[src/rtl/iq_issue_ctl.sv]
// In-order issue controller for the instruction-queue extract side: grants the longest
// in-order head prefix that fits the FU ports. Optional `IQ_ISSUE_STATS_EN` adds stat counters.
module iq_issue_ctl #(
  parameter int EXT_COUNT    = 4,
  parameter int ALU_PORTS    = 2,
  parameter int MEM_PORTS    = 1,
  parameter int DIV_LATENCY  = 12,
  parameter int FLUSH_HOLD   = 2,
  parameter int EXTCOUNTLOG2 = $clog2(EXT_COUNT)
) (
  input  logic                      clock,
  input  logic                      reset,
  input  logic                      flush,
  input  logic [EXT_COUNT-1:0]      head_valid,
  input  logic [2*EXT_COUNT-1:0]    head_class,
  input  logic                      mem_ready,
  input  logic                      be_stall,
  output logic                      ext_enable,
  output logic [EXTCOUNTLOG2-1:0]   ext_consumed,
  output logic [EXT_COUNT-1:0]      issue_valid,
  output logic                      div_busy
`ifdef IQ_ISSUE_STATS_EN
  ,
  output logic [31:0]               stat_issued,
  output logic [31:0]               stat_stall_cycles
`endif
);

  localparam int HW = (FLUSH_HOLD > 1) ? $clog2(FLUSH_HOLD) : 1;
  localparam int DW = $clog2(DIV_LATENCY + 1);

  localparam logic [1:0] CL_ALU    = 2'b00;
  localparam logic [1:0] CL_MEM    = 2'b01;
  localparam logic [1:0] CL_MULDIV = 2'b10;
  localparam logic [1:0] CL_BRANCH = 2'b11;

  typedef enum logic {RUN = 1'b0, HOLD = 1'b1} state_t;

  state_t               state, state_nxt;
  logic [HW-1:0]        hold_cnt, hold_nxt;
  logic [DW-1:0]        div_cnt;
  logic                 unit_busy;
  logic                 issue_en;
  logic                 div_grant;
  logic                 scan_on;
  logic                 ok;
  logic                 is_branch;
  logic [EXT_COUNT-1:0] grant;
  int                   alu_n;
  int                   mem_n;
  int                   n_cnt;

  assign unit_busy = (div_cnt != '0);
  assign issue_en  = (state == RUN) && !flush && !be_stall && !reset;

  // In-order grant scan: the first entry that cannot issue ends the group.
  always_comb begin
    grant     = '0;
    alu_n     = 0;
    mem_n     = 0;
    n_cnt     = 0;
    div_grant = 1'b0;
    scan_on   = issue_en;
    ok        = 1'b0;
    is_branch = 1'b0;
    for (int i = 0; i < EXT_COUNT; i++) begin
      ok        = 1'b0;
      is_branch = 1'b0;
      if (scan_on && head_valid[i]) begin
        case (head_class[2*i +: 2])
          CL_ALU:    ok = (alu_n < ALU_PORTS);
          CL_MEM:    ok = mem_ready && (mem_n < MEM_PORTS);
          CL_MULDIV: ok = !unit_busy && !div_grant;
          CL_BRANCH: begin
            ok        = 1'b1;
            is_branch = 1'b1;
          end
          default:   ok = 1'b0;
        endcase
      end
      if (ok) begin
        grant[i] = 1'b1;
        n_cnt    = n_cnt + 1;
        case (head_class[2*i +: 2])
          CL_ALU:    alu_n = alu_n + 1;
          CL_MEM:    mem_n = mem_n + 1;
          CL_MULDIV: div_grant = 1'b1;
          default:   ;
        endcase
        if (is_branch) scan_on = 1'b0;
      end else begin
        scan_on = 1'b0;
      end
    end
  end

  assign issue_valid  = grant;
  assign ext_enable   = (n_cnt != 0);
  assign ext_consumed = (n_cnt != 0) ? EXTCOUNTLOG2'(n_cnt - 1) : '0;
  assign div_busy     = unit_busy && !reset;

  // Flush hold window: a flush in HOLD restarts the full window.
  always_comb begin
    state_nxt = state;
    hold_nxt  = hold_cnt;
    case (state)
      RUN: begin
        if (flush) begin
          state_nxt = HOLD;
          hold_nxt  = HW'(FLUSH_HOLD - 1);
        end
      end
      HOLD: begin
        if (flush) begin
          hold_nxt = HW'(FLUSH_HOLD - 1);
        end else if (hold_cnt == '0) begin
          state_nxt = RUN;
        end else begin
          hold_nxt = hold_cnt - HW'(1);
        end
      end
      default: state_nxt = RUN;
    endcase
  end

  always_ff @(posedge clock) begin
    if (reset) begin
      state    <= RUN;
      hold_cnt <= '0;
    end else begin
      state    <= state_nxt;
      hold_cnt <= hold_nxt;
    end
  end

  // Divider occupancy runs regardless of flush so an in-flight divide stays accounted for.
  always_ff @(posedge clock) begin
    if (reset) begin
      div_cnt <= '0;
    end else if (div_grant) begin
      div_cnt <= DW'(DIV_LATENCY);
    end else if (div_cnt != '0) begin
      div_cnt <= div_cnt - DW'(1);
    end
  end

`ifdef IQ_ISSUE_STATS_EN
  logic [31:0] issued_q;
  logic [31:0] stall_q;

  always_ff @(posedge clock) begin
    if (reset) begin
      issued_q <= '0;
      stall_q  <= '0;
    end else begin
      issued_q <= issued_q + 32'(n_cnt);
      if (head_valid[0] && (n_cnt == 0)) stall_q <= stall_q + 32'd1;
    end
  end

  assign stat_issued       = reset ? '0 : issued_q;
  assign stat_stall_cycles = reset ? '0 : stall_q;
`endif

endmodule

[config.mk]
export PLATFORM = sky130hd
export DESIGN_NAME = iq_issue_ctl
export DESIGN_NICKNAME = d
export VERILOG_FILES = /design/src/rtl/iq_issue_ctl.sv
export SDC_FILE = /design/constraint.sdc
export NUM_CORES = 1
export LEC_CHECK = 0
export ABC_AREA = 1
export BUFFER_PORTS_ARGS = -buffer_cell sky130_fd_sc_hd__buf_2
export CELL_PAD_IN_SITES_DETAIL_PLACEMENT = 1
export CELL_PAD_IN_SITES_GLOBAL_PLACEMENT = 2
export CORE_MARGIN = 4
export CORE_UTILIZATION = 26
export DETAILED_ROUTE_END_ITERATION = 8
export PLACE_DENSITY = 0.74
export SLEW_MARGIN = 40
export SYNTH_ARGS = -nofsm -noshare
export SYNTH_HDL_FRONTEND = slang
export SYNTH_SLANG_ARGS = --single-unit
export TNS_END_PERCENT = 100
[constraint.sdc]
create_clock -name clock -period 3.3 [get_ports clock]
set_clock_uncertainty 0.1 [all_clocks]
set_input_delay 0.33 -clock clock [delete_from_list [all_inputs] [get_ports clock]]
set_output_delay 0.33 -clock clock [all_outputs]
set_load 0.01 [all_outputs]
======== Word level (Yosys, flattened, before mapping) ========
Index checks and enable logic that the tools add are counted.
storage, ports and cells
  register bits ........................... 6
  input bits .............................. 17
  output and inout port bits .............. 8
  word-level logic and storage cells ...... 123
operators by class
  add/subtract/negate cells ............... 10
  order comparisons ....................... 6
  equality and inequality tests ........... 13
  muxes and demuxes ....................... 59
  bitwise gates (word level) .............. 1
  reductions and logical operators ........ 30
operator list
  kind                                                 count
  two-way mux 32 bit                                   11
  adder 32 x 2 -> 32 bit, second input constant        7
  < comparator 32 x 2 -> 1 bit, second input constant  3
  < comparator 32 x 3 -> 1 bit, second input constant  3
  two-way mux 1 bit                                    39
  nonzero test 32 bit                                  1
  equality test 2 bit, second input constant           8
  logical AND 1 bit                                    14
  case mux 1 bit (4 select lines)                      3
  equality test 2 x 1 -> 1 bit, second input constant  4
  logical NOT 2 bit                                    4
  two-way mux 4 bit                                    2
  logical NOT 1 bit                                    7
  case mux 1 bit (2 select lines)                      2
  nonzero test 4 bit                                   1
  OR reduction 2 bit                                   2
  subtractor 4 x 1 -> 4 bit, second input constant     1
  case mux 1 bit (3 select lines)                      1
  two-way mux 2 bit                                    1
  inequality test 2 bit, second input constant         1
  nonzero test 2 bit                                   1
  subtractor 2 bit, second input constant              1
  NOT 1 bit                                            1
  subtractor 1 bit, second input constant              1

======== Depth between registers and ports, before layout ========
Gate-level depths: netlist of the first run.
  depth after elaboration ................. 24
  mapped depth ............................ 27
  gate-level depth less buffers ........... 27

======== Worst setup path before layout of the first run ========
No wires, ideal clock.
  kind .................................... input port to output port
  from .................................... input port head_class[1]
  to ...................................... output port ext_consumed[1]
  arrival time ............................ 3.225 ns
  data required time ...................... 2.870 ns
  setup slack ............................. -0.355 ns
  stages on the path ...................... 27
  path buffers ............................ 0
  cell sequence ........................... inv_1 ha_1 inv_1 nor2_1 nand2_2 nand3_1 inv_1 ha_1 inv_1 nand3_1 nand2_1 ha_1 a21oi_1 nor3b_1 nand4_1 clkinv_1 nand2_4 inv_4 or2_0 nand2_2 inv_2 ha_1 nand4_1 nand2_1 inv_1 nand3_1 nand2_1
on the way
  longest elaborated chain between the ends .. 22
  elaborated cells on any way between the ends .. 73
  those cells by class .................... add/sub (8); order compare (6); eq/ne (3); mux (41); reduce/logical (15)
RTL lines
  what                                                                      line    RTL
  from (decl)                                                               15      input logic [2*EXT_COUNT-1:0] head_class,
  equality test 2 bit / logical NOT 2 bit (equally long branches)           70, 84
  OR reduction 2 bit (no source line)                                       -
  case mux 1 bit (3 select lines)                                           70      case (head_class[2*i +: 2])
  two-way mux 1 bit                                                         69      if (scan_on && head_valid[i]) begin
  two-way mux 1 bit                                                         81      if (ok) begin
  < comparator 32 x 2 -> 1 bit / logical NOT 1 bit (equally long branches)  72, 73
  logical AND 1 bit, on equally long branches                               72, 73
  case mux 1 bit (4 select lines)                                           70
  [6 not listed]                                                            -
  two-way mux 32 bit / two-way mux 1 bit (equally long branches)            81
  < comparator 32 x 2 -> 1 bit / logical NOT 1 bit (equally long branches)  72, 73
  logical AND 1 bit, on equally long branches                               72, 73
  case mux 1 bit (4 select lines)                                           70
  two-way mux 1 bit                                                         69
  two-way mux 32 bit *                                                      81
  subtractor 2 bit / nonzero test 32 bit (equally long branches)            99      assign ext_consumed = (n_cnt != 0) ? EXTCOUNTLOG2'(n_cnt - 1) : '0;
  two-way mux 2 bit *                                                       99
  to (decl)                                                                 19      output logic [EXTCOUNTLOG2-1:0] ext_consumed,
Every way passes the cells marked *; elsewhere a longest branch is shown, timed or not.

======== Worst setup path in the final report of the first run ========
  from .................................... register div_cnt[1]
  to ...................................... output port ext_consumed[1]
on the way
  longest elaborated chain between the ends .. 22
  elaborated cells on any way between the ends .. 64
  those cells by class .................... add/sub (8); order compare (6); mux (35); reduce/logical (15)
RTL lines
  what                                                                      line    RTL
  from (decl)                                                               41      logic [DW-1:0] div_cnt;
  from (signal assigned)                                                    141     div_cnt <= DW'(DIV_LATENCY);
  from (signal assigned)                                                    143     div_cnt <= div_cnt - DW'(1);
  nonzero test 4 bit *                                                      53      assign unit_busy = (div_cnt != '0);
  logical NOT 1 bit *                                                       73      CL_MULDIV: ok = !unit_busy && !div_grant;
  case mux 1 bit (3 select lines)                                           70
  two-way mux 1 bit                                                         69
  two-way mux 1 bit                                                         81
  < comparator 32 x 2 -> 1 bit / logical NOT 1 bit (equally long branches)  72, 73
  logical AND 1 bit, on equally long branches                               72, 73
  case mux 1 bit (4 select lines)                                           70
  [6 not listed]                                                            -
  two-way mux 32 bit / two-way mux 1 bit (equally long branches)            81
  < comparator 32 x 2 -> 1 bit / logical NOT 1 bit (equally long branches)  72, 73
  logical AND 1 bit, on equally long branches                               72, 73
  case mux 1 bit (4 select lines)                                           70
  two-way mux 1 bit                                                         69
  two-way mux 32 bit *                                                      81
  subtractor 2 bit / nonzero test 32 bit (equally long branches)            99
  two-way mux 2 bit *                                                       99
Marked as above.

==> results of run 1 <==
[metrics by stage]
step	TNS (ps)	utilization	hold slack, ps	cell area (µm²)
after floorplan	-585	-	328	1210
after global placement	-2280	0.403	337	1650
after detailed placement	-3140	0.403	355	1650
after CTS	-1370	0.452	282	1850
after global routing	-2500	0.480	323	1960
final	-1480	0.480	297	1960
[cells by family after synthesis]
family          share of synthesized area
xor+xnor                           0.0157
flops                               0.108
simple gates                        0.471
buf+inv                             0.130
fa+ha+maj                           0.202
compound gates                     0.0739
[cells in the final DEF, fill, tap and decap left out, drive strengths merged, types with 2 or more instances in the layout]
master	instances
buf	76
a21oi	4
ha	18
inv	35
o211ai	2
nor3b	2
clkbuf	3
nand2	43
nor2	19
nand4	4
nand3	23
dfxtp	6
o21ai	4
[power by group]
group	internal, mW	leakage [nW]	switching [mW]	total, mW
clock network	0.0784	0.0216	0.0317	0.110
logic	0.175	0.995	0.191	0.366
registers	0.0950	0.0503	0.0134	0.108
total	0.349	1.07	0.236	0.585
[state kept, by name (all words and copies together) (netlist names)]
signal,count
hold_cnt,1
state,1
div_cnt,4
[routing by layer]
metal | share of wire | global-route usage
met2 | 0.60 | 0.299
met1 | 0.36 | 0.152
met5 | 0 | 0
met3 | 0.023 | 0.0192
met4 | 0.015 | 0.0241
[cell type report]
cell class | count | area share
clock buffer | 3 | 0.0210
timing repair buffer | 76 | 0.281
inverter | 36 | 0.0797
tap | 50 | 0.0319
multi-input combinational | 125 | 0.524
sequential | 6 | 0.0625
[synthesized netlist by cell type, types with 2 or more instances]
library cell | instances | area share
sky130_fd_sc_hd__nand2_1 | 29 | 0.097
sky130_fd_sc_hd__inv_1 | 31 | 0.10
sky130_fd_sc_hd__nor2_4 | 2 | 0.020
sky130_fd_sc_hd__ha_1 | 18 | 0.20
sky130_fd_sc_hd__o21ai_0 | 3 | 0.013
sky130_fd_sc_hd__nand4_1 | 4 | 0.022
sky130_fd_sc_hd__nand2_4 | 3 | 0.030
sky130_fd_sc_hd__dfxtp_1 | 6 | 0.11
sky130_fd_sc_hd__nand3_2 | 5 | 0.045
sky130_fd_sc_hd__nor2_1 | 15 | 0.050
sky130_fd_sc_hd__o211ai_1 | 2 | 0.013
sky130_fd_sc_hd__a21oi_1 | 4 | 0.018
sky130_fd_sc_hd__inv_2 | 3 | 0.010
sky130_fd_sc_hd__nand2_2 | 11 | 0.062
sky130_fd_sc_hd__nand3_1 | 17 | 0.076
[how the worst max path moves through the flow]
stage,end,startpoint,slack [ps],depth (start not counted)
2_1_floorplan,ext_consumed[1],head_class[1],-210,26
3_3_place_gp,ext_consumed[1],head_class[1],-560,29
3_5_place_dp,ext_consumed[1],head_class[1],-720,29
4_1_cts,ext_consumed[1],head_class[0],-450,29
5_1_grt,ext_consumed[1],div_cnt[3],-720,24
6_report,ext_consumed[1],div_cnt[1],-490,26
[tightest hold or removal path, delay by kind of cell]
kind	cells	cell delay [ps]
and+or+nand+nor	2	130
buffers and inverters	1	110
[what timing repair did]
action / CTS / global route
resized for setup: 22 / 16
setup endpoints to repair: 4 / 8
buffers inserted: 10 / 7
pin swaps: 19 / 18
hold endpoints to repair: 0 / 0
==> results.md, run 1 <==
* Setup ws final at -486 ps
* Effective utilization at floorplan at 0.273
* Nets in the synthesized netlist at slightly above 200
* Number of enable flip-flop cells after synthesis at 0
* Least-Margin Pin Slew at about 260 ps
* Total routed wirelength at roughly 3800 µm
* FF/Latch Area at between 100 and 150 µm²
* Number of maximum-capacitance violations at 0
* Syn Inst Count at between 150 and 200
* Failing checks: negative setup slack
* Number of clock sinks at 6
* Final Hold Violating Endpoints at 0
* Critical path start-end classification: flop to primary output
* Final max-slew violation count at 0
* Filler Cell Count at about 500
* Buffer cell driving the clock tree root: sky130_fd_sc_hd__clkbuf_8
* Latest clock arrival within the worst-skew pair at ~220 ps
* Crit end category: primary output
* First-pass GRT wire length at around 6400 µm
* Synthesized area per cell at approximately 6.7 µm²
* Routed length per instance at about 13 µm
* Yosys synthesis warning count at 0
* Via count at 1,340
* Reg2reg setup slack at around 210 ps
* Worst Path Arrival at between 3000 and 4000 ps
* RSZ-0062 raised after global routing: yes
* Overall Power at between 0.5 and 0.6 mW
* Number of global-route vias before repair at between 1,000 and 1,500
* Number of standard cells in the layout, taps in and fillers out at 296
* Number of cells on the worst hold path at 3
* Area growth from synthesis to layout at 75.7%
* Post-Place Cells at 276
* Number of CTS-inserted buffers at 3
* Total of flip-flops plus latches after synthesis at 6
* Top-Level Pins at 25
* Worst-case reg-to-reg path depth at 22
* Die Y at 73.6 µm
* Area taken by multi-input logic gates at 0.00103 mm²
* Sequential share of the synthesized area at 0.108
* Core Region at roughly 0.0041 mm²
* Cell repeated most along the worst path: sky130_fd_sc_hd__nand2_2
* First-pass detailed-route iteration total at 4
* # nets final at 283
* Max Freq at about 260 MHz
* Largest buffer count on any clock path at 2
* Number of nets with antenna violations after detailed routing at 0
* Number of antenna violations at the first check in global routing at 0
* GPL Wtd Cong at between 0.8 and 0.9
* Origin of the worst min-delay path: flush
* Die width at 73.6 µm
* Critical path buffer and inverter count at 6
* Sink of the worst hold path: state
* Max Fanout on Critical Path at 4
* TritonCTS clock tree: yes
* Primary flip-flop cell chosen by synthesis mapping: sky130_fd_sc_hd__dfxtp_1
* Die area at 0.00541 mm²
* Final worst path period need at ~3800 ps
* Reg2Reg Capture Point: div_cnt[0]
* Run status: finished with violations
* Post-Place Setup Slack at -718 ps
* Worst-case headroom to the max-slew limit at 0.825
* IO Port Bufs at 24
* Largest incremental delay on the critical path at 320 ps
* Number of vias per cell after detailed routing at approximately 4.5
* Worst endpoint required time at roughly 2900 ps
* Ratio of cells with drive above 1 in the final layout at 0.581
* Library cells used by synthesis at 30
* Standard-cell row count at 23
* Power per cell area at between 200 and 300 mW/mm²
* Worst hold-check path type: input port to flop
* Total setup violations reported at the end of the flow at 4
* Final Cycle Share at 1.15
* Clock-pin slew reported for the worst setup and hold paths after clock tree synthesis at around 40 ps
* Proportion of synthesized flip-flops having asynchronous set or reset at 0
* Number of antenna repair diodes at 0
* Critical Path Source Type: flop
* Reg-to-Reg Start: div_cnt[1]
* Overflow after GRT at 0
* DRC violation count after routing at 0
* Crit path max-delay cell type: sky130_fd_sc_hd__dfxtp_2
* Detailed placement HPWL at 3060 µm
* Leakage dissipation at 1.07 nW
* Cell family with the largest share of critical-path delay: simple AND/OR/NAND/NOR gates
* # hold bufs at CTS at 0
* Number of violations reported at the end of detailed-routing iteration 0 at 19
* IR Drop Worst-Case VDD at 0.127 mV
* Pin count of the biggest net entering global routing at 7
* Count of H-tree levels built during CTS at 1
* Total Routing Usage GR at 0.145
* Summed instance area of the synthesized netlist at 0.00112 mm²
Power figures use the tool's default switching activity.
==> run 2: changes to the inputs <==
--- a/config.mk
+++ b/config.mk
@@ -13,6 +13,7 @@
 export CORE_UTILIZATION = 26
 export DETAILED_ROUTE_END_ITERATION = 8
 export PLACE_DENSITY = 0.74
+export REMOVE_ABC_BUFFERS = 1
 export SLEW_MARGIN = 40
 export SYNTH_ARGS = -nofsm -noshare
 export SYNTH_HDL_FRONTEND = slang
==> run 2 against run 1 <==
Against the previous run: the run still ends with negative setup slack left; sequential power is essentially flat; worst hold slack lost 9.1 ps; count of clock-buffer cells in the layout is the same; core utilization grew 2.6 points.
==> results.md, run 2 (synthesis results as in run 1) <==
* Final Hold Violating Endpoints at 0
* Largest regs: div_cnt (4), hold_cnt (1), state (1)
* Post-route cell area at approximately 0.0021 mm²
* Area growth from synthesis to layout at 85.1%
* Reg2reg setup slack at about 140 ps
* Most frequent cells in the layout: sky130_fd_sc_hd__buf_4, sky130_fd_sc_hd__nand2_1, sky130_fd_sc_hd__inv_1
* Effective utilization at floorplan at 0.273
* Number of vias per cell after detailed routing at roughly 4.6
* Reg2Reg Capture Point: div_cnt[2]
* Post-Place Cells at around 280
* Top-Level Pins at 25
* GPL Wtd Cong at ~0.8
* Reg-to-Reg Start: div_cnt[0]
* Final Cycle Share at 1.17
* Number of antenna violations at the first check in global routing at 0
* Number of nets with antenna violations after detailed routing at 0
* Placed Area at around 0.0015 mm²
* DRC violation count after routing at 0
* Sink of the worst hold path: hold_cnt
* Detailed placement HPWL at roughly 2800 µm
* Overflow after GRT at 0
* Max Fanout on Critical Path at 4
* RSZ-0062 raised after global routing: yes
* Total setup violations reported at the end of the flow at 4
* Largest incremental delay on the critical path at between 300 and 400 ps
* Final max-slew violation count at 0
* Number of CTS-inserted buffers at 3
* Least-Margin Pin Slew at roughly 340 ps
* Post-route core utilization at 0.506
* IR Drop Worst-Case VDD at 0.223 mV
* Number of cells on the worst hold path at 3
* Die area at about 0.0054 mm²
* Largest register by flop count: div_cnt
* Cell repeated most along the worst path: sky130_fd_sc_hd__nand2_2
* Filler Cell Count at around 520
* Number of maximum-capacitance violations at 0
* Routed length per instance at 13.2 µm
* Die width at around 74 µm
* First-pass detailed-route iteration total at 4
* Number of standard cells in the layout, taps in and fillers out at between 300 and 400
* Most common cell after layout, fill and taps aside: sky130_fd_sc_hd__buf_4
* Launching instance or port of the critical path: head_class[0]
* Number of antenna repair diodes at 0
* Final worst path period need at slightly below 4000 ps
* Critical path start-end classification: input port to primary output
* Setup ws final at -562 ps
* Worst hold-check path type: input port to flop
* Worst endpoint required time at approximately 2900 ps
* Critical Path Source Type: input port
* First-pass GRT wire length at 6250 µm
* Pin count of the biggest net entering global routing at 7
* Latest clock arrival within the worst-skew pair at about 220 ps
* Ratio of cells with drive above 1 in the final layout at 0.613
* Worst Path Arrival at 3430 ps
* Clock-pin slew reported for the worst setup and hold paths after clock tree synthesis at about 40 ps
* Leakage dissipation at 1.10 nW
* Core Region at just over 0.004 mm²
* Power per cell area at between 200 and 300 mW/mm²
* Run status: finished with violations
* Number of clock sinks at 6
* IO Port Bufs at 24
* Worst-case reg-to-reg path depth at 21
* Standard-cell row count at 23
* # nets final at 290
* Total Routing Usage GR at 0.145
* Overall Power at 0.606 mW
* Die Y at roughly 74 µm
* Flip-flop count of the largest register after layout at 4
* Sum Neg Setup Slack at -1970 ps
* Count of H-tree levels built during CTS at 1
* Largest buffer count on any clock path at 2
* Number of global-route vias before repair at around 1,400
* Buffer cell driving the clock tree root: sky130_fd_sc_hd__clkbuf_8
* Max Freq at roughly 260 MHz
* Crit end category: primary output
* Crit path max-delay cell type: sky130_fd_sc_hd__nor3b_4
* Worst-case headroom to the max-slew limit at 0.774
* Via count at 1,386
* Failing checks: negative setup slack
* Number of violations reported at the end of detailed-routing iteration 0 at 23
* Origin of the worst min-delay path: flush
* TritonCTS clock tree: yes
* Total routed wirelength at roughly 4000 µm
## run 2: cell count changes in the layout (fill, tap and decap cells not counted), moves of 3 or more
cell,before,now
sky130_fd_sc_hd__nor2_2,4,1
sky130_fd_sc_hd__nand3_1,11,7
sky130_fd_sc_hd__nand2_1,22,25
sky130_fd_sc_hd__buf_6,3,9
sky130_fd_sc_hd__nand3_2,8,12
sky130_fd_sc_hd__nand2_2,15,12
## run 2: per-layer routing
layer  routed length, µm  track usage
met1                1490        0.149
met5                   0            0
met4                  69       0.0241
met2                2340        0.310
met3                  98      0.00958
## run 2: worst max-delay path by stage
| stage | end | cells after the start |
|---|---|---|
| after global routing | ext_consumed[1] | 25 |
| after CTS | ext_consumed[0] | 26 |
| after floorplan | ext_consumed[1] | 27 |
| final | ext_consumed[0] | 28 |
| after detailed placement | ext_consumed[1] | 29 |
| after global placement | ext_consumed[0] | 27 |
## run 2: what timing repair did
item | 4_1_cts | 5_1_grt
buffers inserted | 24 | 8
pin swaps | 33 | 27
hold buffers | 0 | 0
setup endpoints to repair | 6 | 9
resized for setup | 48 | 25
## run 2: power by group
part	switching [mW]	internal (mW)	leakage (nW)	total [mW]
combinational	0.199	0.193	1.03	0.392
clock	0.0299	0.0782	0.0216	0.108
sequential	0.0114	0.0951	0.0503	0.106
total	0.240	0.366	1.10	0.606
## run 2: worst max-delay path, delay by kind of cell
family,cells,cell delay [ps]
AND/OR/NAND/NOR,14,1530
buffers and inverters,9,880
adder cells (fa/ha/maj),3,480
AO/OA/AOI/OAI,2,210
## run 2: final cells by class
cell class,count,area (µm²),share of cell area
Tap cell,50,62.6,0.0302
Timing Repair Buffer,83,604,0.292
Clock buffer,3,41.3,0.0200
Inverter,36,149,0.0720
Multi-Input combinational cell,125,1090,0.526
Sequential cell,6,123,0.0593
## run 2: stage by stage
| step | worst slack, ps | hold WS, ps |
|---|---|---|
| 3_5_place_dp | -770 | 359 |
| 2_1_floorplan | -355 | 328 |
| 5_1_grt | -836 | 319 |
| 4_1_cts | -529 | 286 |
| 3_3_place_gp | -592 | 337 |
| 6_report | -562 | 288 |
